File: src/rtl/if_fetch_stage.sv
// Instruction fetch stage: owns the PC, keeps one imem read in flight and buffers returns in a small FIFO for decode.
// Optional build macro IF_PERF_CNT_EN adds the fetch_cnt / bubble_cnt performance counter ports.
module if_fetch_stage #(
   parameter int unsigned FIFO_DEPTH = 2,
   parameter logic [15:0] RESET_PC   = 16'h0000
) (
   input  logic        clk,
   input  logic        rst_n,
   output logic        imem_re,
   output logic [15:0] imem_addr,
   input  logic        imem_rdy,
   input  logic [15:0] imem_rdata,
   input  logic        stall,
   input  logic        flush,
   input  logic [15:0] redirect_addr,
   output logic [15:0] instr,
   output logic [15:0] pc_out,
   output logic        instr_valid,
   output logic        halted
`ifdef IF_PERF_CNT_EN
   ,
   output logic [15:0] fetch_cnt,
   output logic [15:0] bubble_cnt
`endif
);

   localparam int unsigned DATA_W = 16;
   localparam int unsigned PTR_W  = $clog2(FIFO_DEPTH);
   localparam int unsigned CNT_W  = PTR_W + 1;
   localparam logic [3:0]  HLT_OP = 4'hF;

   typedef enum logic [1:0] {
      ST_RUN    = 2'd0,
      ST_WAIT   = 2'd1,
      ST_HALTED = 2'd2
   } state_t;

   typedef struct packed {
      logic [DATA_W-1:0] instr;
      logic [DATA_W-1:0] pc_inc;
   } fetch_entry_t;

   state_t            state_q, state_d;
   logic [DATA_W-1:0] pc_q, pc_d;
   logic [DATA_W-1:0] req_addr_q, req_addr_d;
   logic              squash_q, squash_d;
   logic              halt_seen_q, halt_seen_d;
   logic [PTR_W-1:0]  rd_ptr_q, rd_ptr_d;
   logic [PTR_W-1:0]  wr_ptr_q, wr_ptr_d;
   logic [CNT_W-1:0]  count_q, count_d;
   fetch_entry_t      fifo_q [FIFO_DEPTH];

   logic              rdy_ok;
   logic              push;
   logic              pop;
   logic              issue;
   logic              push_is_hlt;
   logic [CNT_W-1:0]  occ_next;
   fetch_entry_t      head;
   fetch_entry_t      push_entry;

   assign head        = fifo_q[rd_ptr_q];
   assign push_entry  = {imem_rdata, req_addr_q + 16'd1};
   assign push_is_hlt = (imem_rdata[15:12] == HLT_OP);

   // State, PC and FIFO bookkeeping registers
   always_ff @(posedge clk or negedge rst_n) begin
      if (!rst_n) begin
         state_q     <= ST_RUN;
         pc_q        <= RESET_PC;
         req_addr_q  <= '0;
         squash_q    <= 1'b0;
         halt_seen_q <= 1'b0;
         rd_ptr_q    <= '0;
         wr_ptr_q    <= '0;
         count_q     <= '0;
      end else begin
         state_q     <= state_d;
         pc_q        <= pc_d;
         req_addr_q  <= req_addr_d;
         squash_q    <= squash_d;
         halt_seen_q <= halt_seen_d;
         rd_ptr_q    <= rd_ptr_d;
         wr_ptr_q    <= wr_ptr_d;
         count_q     <= count_d;
      end
   end

   // FIFO storage
   always_ff @(posedge clk or negedge rst_n) begin
      if (!rst_n) begin
         for (int unsigned i = 0; i < FIFO_DEPTH; i++) begin
            fifo_q[i] <= '0;
         end
      end else if (push) begin
         fifo_q[wr_ptr_q] <= push_entry;
      end
   end

   // Next-state: flush wins over push/pop/issue; HALTED is terminal until reset
   always_comb begin
      state_d     = state_q;
      pc_d        = pc_q;
      req_addr_d  = req_addr_q;
      squash_d    = squash_q;
      halt_seen_d = halt_seen_q;
      rd_ptr_d    = rd_ptr_q;
      wr_ptr_d    = wr_ptr_q;
      count_d     = count_q;
      rdy_ok      = 1'b0;
      push        = 1'b0;
      pop         = 1'b0;
      issue       = 1'b0;
      occ_next    = count_q;

      case (state_q)
         ST_RUN, ST_WAIT: begin
            rdy_ok = (state_q == ST_WAIT) && imem_rdy;
            if (flush) begin
               pc_d        = redirect_addr;
               halt_seen_d = 1'b0;
               rd_ptr_d    = '0;
               wr_ptr_d    = '0;
               count_d     = '0;
               // A request still in flight is retired later and its data dropped
               if ((state_q == ST_WAIT) && !imem_rdy) begin
                  state_d  = ST_WAIT;
                  squash_d = 1'b1;
               end else begin
                  state_d  = ST_RUN;
                  squash_d = 1'b0;
               end
            end else begin
               push     = rdy_ok && !squash_q;
               pop      = (count_q != '0) && !stall;
               occ_next = count_q + CNT_W'(push) - CNT_W'(pop);
               issue    = ((state_q == ST_RUN) || rdy_ok) &&
                          !halt_seen_q && !(push && push_is_hlt) &&
                          (occ_next < CNT_W'(FIFO_DEPTH));
               count_d  = occ_next;

               if (push) begin
                  wr_ptr_d = wr_ptr_q + PTR_W'(1);
                  if (push_is_hlt) begin
                     halt_seen_d = 1'b1;
                  end
               end
               if (pop) begin
                  rd_ptr_d = rd_ptr_q + PTR_W'(1);
               end

               if (issue) begin
                  state_d    = ST_WAIT;
                  req_addr_d = pc_q;
                  pc_d       = pc_q + 16'd1;
                  squash_d   = 1'b0;
               end else if (rdy_ok) begin
                  state_d  = ST_RUN;
                  squash_d = 1'b0;
               end

               if (pop && (head.instr[15:12] == HLT_OP)) begin
                  state_d = ST_HALTED;
               end
            end
         end
         ST_HALTED: begin
            state_d = ST_HALTED;
         end
         default: begin
            state_d = ST_RUN;
         end
      endcase
   end

   // Request is combinational so a 1-cycle memory sustains one fetch per cycle
   assign imem_re     = rst_n && issue;
   assign imem_addr   = imem_re ? pc_q : '0;
   assign instr_valid = (count_q != '0) && (state_q != ST_HALTED);
   assign instr       = instr_valid ? head.instr  : '0;
   assign pc_out      = instr_valid ? head.pc_inc : '0;
   assign halted      = (state_q == ST_HALTED);

`ifdef IF_PERF_CNT_EN
   logic [15:0] fetch_cnt_q;
   logic [15:0] bubble_cnt_q;

   // Saturating counters, frozen once halted
   always_ff @(posedge clk or negedge rst_n) begin
      if (!rst_n) begin
         fetch_cnt_q  <= '0;
         bubble_cnt_q <= '0;
      end else if (state_q != ST_HALTED) begin
         if (push && (fetch_cnt_q != 16'hFFFF)) begin
            fetch_cnt_q <= fetch_cnt_q + 16'd1;
         end
         if (!instr_valid && !stall && (bubble_cnt_q != 16'hFFFF)) begin
            bubble_cnt_q <= bubble_cnt_q + 16'd1;
         end
      end
   end

   assign fetch_cnt  = fetch_cnt_q;
   assign bubble_cnt = bubble_cnt_q;
`endif

endmodule
File: config.mk
export PLATFORM = sky130hd
export DESIGN_NAME = if_fetch_stage
export DESIGN_NICKNAME = d
export VERILOG_FILES = /design/src/rtl/if_fetch_stage.sv
export SDC_FILE = /design/constraint.sdc
export NUM_CORES = 1
export LEC_CHECK = 0
export CAP_MARGIN = 15
export CORE_UTILIZATION = 48
export CTS_CLUSTER_DIAMETER = 150
export DETAILED_ROUTE_END_ITERATION = 7
export HOLD_SLACK_MARGIN = 0.1
export PLACE_DENSITY = 0.84
export SLEW_MARGIN = 20
export SYNTH_ARGS = -nofsm -noshare
export SYNTH_HDL_FRONTEND = slang
export SYNTH_SLANG_ARGS = --single-unit
File: constraint.sdc
create_clock -name clk -period 5.85 [get_ports clk]
set_clock_uncertainty 0.2 [all_clocks]
set_input_delay 1.17 -clock clk [delete_from_list [all_inputs] [get_ports clk]]
set_output_delay 1.17 -clock clk [all_outputs]
set_load 0.02 [all_outputs]
==> run_results.csv <==
group,metric,value,unit
die,dieArea,0.0114,mm²
timing,max_slew.worst_pin.slew,1.02,ns
synthesis,seq_area_frac_synth,49.5,%
worst_hold_path,hold_depth,2,
timing,setup_ws,0.394,ns
worst_hold_path,hp-class,"flip-flop to flip-flop",
status,status,"complete, no violations",
clock_tree,clkTransAtPathRegs,0.10,ns
synthesis,synth_common_cells,"104 x dfrtp_1, 70 x nor2_1, 50 x mux2_2",
drt,routed_via_density,5.62,
drt,post_drt_wl_per_cell,16.3,µm
synthesis,yosysWarnings,0,
run,drv_cap,0,
clock_tree,cts.hold.buffers_added,0,
synthesis,synth_flop_cell,"dfrtp_1",
synthesis,synth_area_leaders,"dfrtp_1 50%, mux2_2 11%, mux2i_1 6.5%, nor2_1 5.0%, a21oi_1 3.0%",
worst_setup_path,crit_path_end_kind,"primary output",
power_and_ir_drop,p_leak,2.75,nW
clock_tree,ctsResizeCount,0,
timing,max_slew_margin,32.1,%
clock_tree,cts_made_buffers,9,
clock_tree,cts.path.max_buffers,2,
worst_setup_path,r2r_start,"state_q[1]",
timing,finalSetupTns,0,ns
drt,drc_errors,0,
power_and_ir_drop,p_per_area,192,mW/mm²
clock_tree,clock-sinks,104,
drt,wirelength,11900,µm
global_route,overflow,0,
timing,hold_viol_final,0,
global_route,grt_usage,22.2,%
worst_setup_path,worstRegToRegCells,7,
drt,drtPass1Iterations,5,
synthesis,netlist_area,0.00525,mm²
layout,postLayoutCoreUtil,61.5,%
die,core,0.0105,mm²
worst_setup_path,worstSetupStartpointType,"primary input",
timing,drv_slew,0,
worst_hold_path,holdPathEnd,"fifo_q[11]",
layout,drive_above_1_share,13.9,%
worst_setup_path,path_class,"primary input to primary output",
die,die_x,107,µm
timing,min_period,5.46,ns
global_route,grt_pass1_wl,20100,µm
worst_setup_path,crit_slowest_cell,"clkdlybuf4s50_1",
clock_tree,cts_setup_buffers,0,
worst_setup_path,cp_cell_sequence,"clkdlybuf4s50_1 > and4bb_2 > xnor2_1 > ha_1 > xnor2_1 > a21oi_2 > nor3_1 > nor2b_1 > buf_4 > and3_1 > clkdlybuf4s50_1",
worst_setup_path,crit_path_max_incr_delay,0.62,ns
synthesis,ys_seq_elements,104,
clock_tree,cts_tree,"yes",
placement,dp_slack,0.407,ns
die,io_pins,88,
layout,synthToLayoutAreaGrowth,22.5,%
global_route,grt_pass1_vias,4200,
worst_setup_path,worstPathArrival,4.09,ns
worst_hold_path,worstHoldStart,"fifo_q[11]",
global_route,grt_max_degree,93,
timing,rsz0062_at_grt,"false",
die,num_rows,37,
global_route,grt_antenna_before_repair,0,
timing,max_freq,183,MHz
placement,place_congestion,0.891,
drt,dr.first_iter.drc_count,243,
clock_tree,cts_root_buf,"clkbuf_8",
synthesis,mappedNetlistNets,557,
drt,ant_nets,0,
worst_setup_path,r2r_setup_slack,2.52,ns
synthesis,yosysTopAreaCell,"dfrtp_1",
die,dieHeight,107,µm
power_and_ir_drop,vdd_ir_drop_max,110,µV
synthesis,synth.most_common_cell,"dfrtp_1",
worst_setup_path,timing.rr.end,"req_addr_q[13]",
placement,portBuffers,87,
worst_setup_path,required,4.48,ns
clock_tree,htree_levels,3,
layout,final_nets,632,
clock_tree,insertion_delay,0.36,ns
layout,diodes,0,
timing,min_period_over_period,93.3,%
power_and_ir_drop,finalPower,1.23,mW
synthesis,netlist_instances,517,
synthesis,yosysTopAreaCellShare,49.5,%
worst_setup_path,startpoint,"imem_rdy",
synthesis,synth_area_per_cell,10.2,µm²
worst_setup_path,crit_fanout,22,
timing,setup_violations,0,
synthesis,synth-edff-count,0,
drt,vias,4106,
synthesis,yosys.cell_types.count,47,
synthesis,async_flop_share,100,%
placement,dp_hpwl,8330,µm
die,start_util,50.2,%
[final cells by class]
cell class | count | area [µm²]
fillers | 856 | 4030
flip-flops and latches | 104 | 2600
multi-input cells | 376 | 2520
repair buffers | 94 | 925
well taps | 136 | 170
clock buffers | 10 | 138
clock inverters | 4 | 53.8
inverters | 7 | 26.3
[kinds of logic (layout without fill, tap and decap cells)]
| kind of cell | count (synthesis) | count (layout) | synth area share (%) |
|---|---|---|---|
| AO/OA/AOI/OAI | 85 | 85 | 9.53 |
| XOR/XNOR | 21 | 21 | 3.50 |
| adder cells (fa/ha/maj) | 3 | 3 | 0.715 |
| buffers and inverters | 37 | 115 | 2.72 |
| flip-flops | 104 | 104 | 49.5 |
| multiplexers | 84 | 84 | 17.2 |
| AND/OR/NAND/NOR | 183 | 183 | 16.8 |
[worst max-delay path, delay by kind of cell]
family	cells	cell delay [ns]
compound gates	1	0.09
xor+xnor	2	0.30
fa+ha+maj	1	0.27
buf+inv	3	1.40
simple gates	4	0.86
[through the flow]
stage               cell area (µm²)  hold slack [ns]  cells
floorplan                      5250            0.250    517
global placement               6240            0.261    717
detailed placement             6240            0.270    717
CTS                            6430            0.290    731
global route                   6430            0.308    731
finish                         6430            0.289    731
[worst max-delay path by stage]
| stage | depth (start not counted) | end |
|---|---|---|
| floorplan | 9 | imem_addr[0] |
| global placement | 11 | imem_addr[7] |
| detailed placement | 11 | imem_addr[11] |
| CTS | 11 | imem_addr[11] |
| global route | 11 | imem_addr[9] |
| finish | 11 | imem_addr[11] |
[state kept, by name, indices dropped and copies added (netlist names)]
| register | flops |
|---|---|
| state_q | 2 |
| halt_seen_q | 1 |
| wr_ptr_q | 1 |
| fifo_q | 64 |
| squash_q | 1 |
| count_q | 2 |
| req_addr_q | 16 |
| pc_q | 16 |
| rd_ptr_q | 1 |
[where the power goes]
group          internal [mW]  total, mW  switching [mW]
logic                 0.0286     0.0580          0.0294
clock network          0.207      0.449           0.242
registers              0.722      0.728         0.00664
[cells in the final DEF, fill, tap and decap left out, types with 3 or more instances in the layout]
| cell type | count |
|---|---|
| mux2_2 | 50 |
| nand3_1 | 15 |
| o21ai_0 | 27 |
| a21oi_1 | 31 |
| and3_1 | 20 |
| clkbuf_8 | 10 |
| nand2b_1 | 4 |
| clkdlybuf4s50_1 | 86 |
| nand4_1 | 10 |
| o22ai_1 | 4 |
| nor3_1 | 8 |
| xnor2_1 | 7 |
| buf_4 | 7 |
| nor2b_1 | 3 |
| dfrtp_1 | 103 |
| xor2_1 | 14 |
| and2_1 | 3 |
| ha_1 | 3 |
| or3_1 | 3 |
| nor2_1 | 70 |
| mux2i_1 | 34 |
| o21a_1 | 6 |
| inv_1 | 7 |
| nand2_1 | 36 |
[layer usage]
layer | track usage, % | wire length [µm] | up-vias
met5 | 0 | 0 | -
met4 | 9.69 | 206 | 0
met3 | 2.67 | 590 | 18
met2 | 35.9 | 5910 | 147
met1 | 30.2 | 5210 | 1979
li1 | - | - | 1962
No activity file was read; power rests on OpenSTA's default activity.
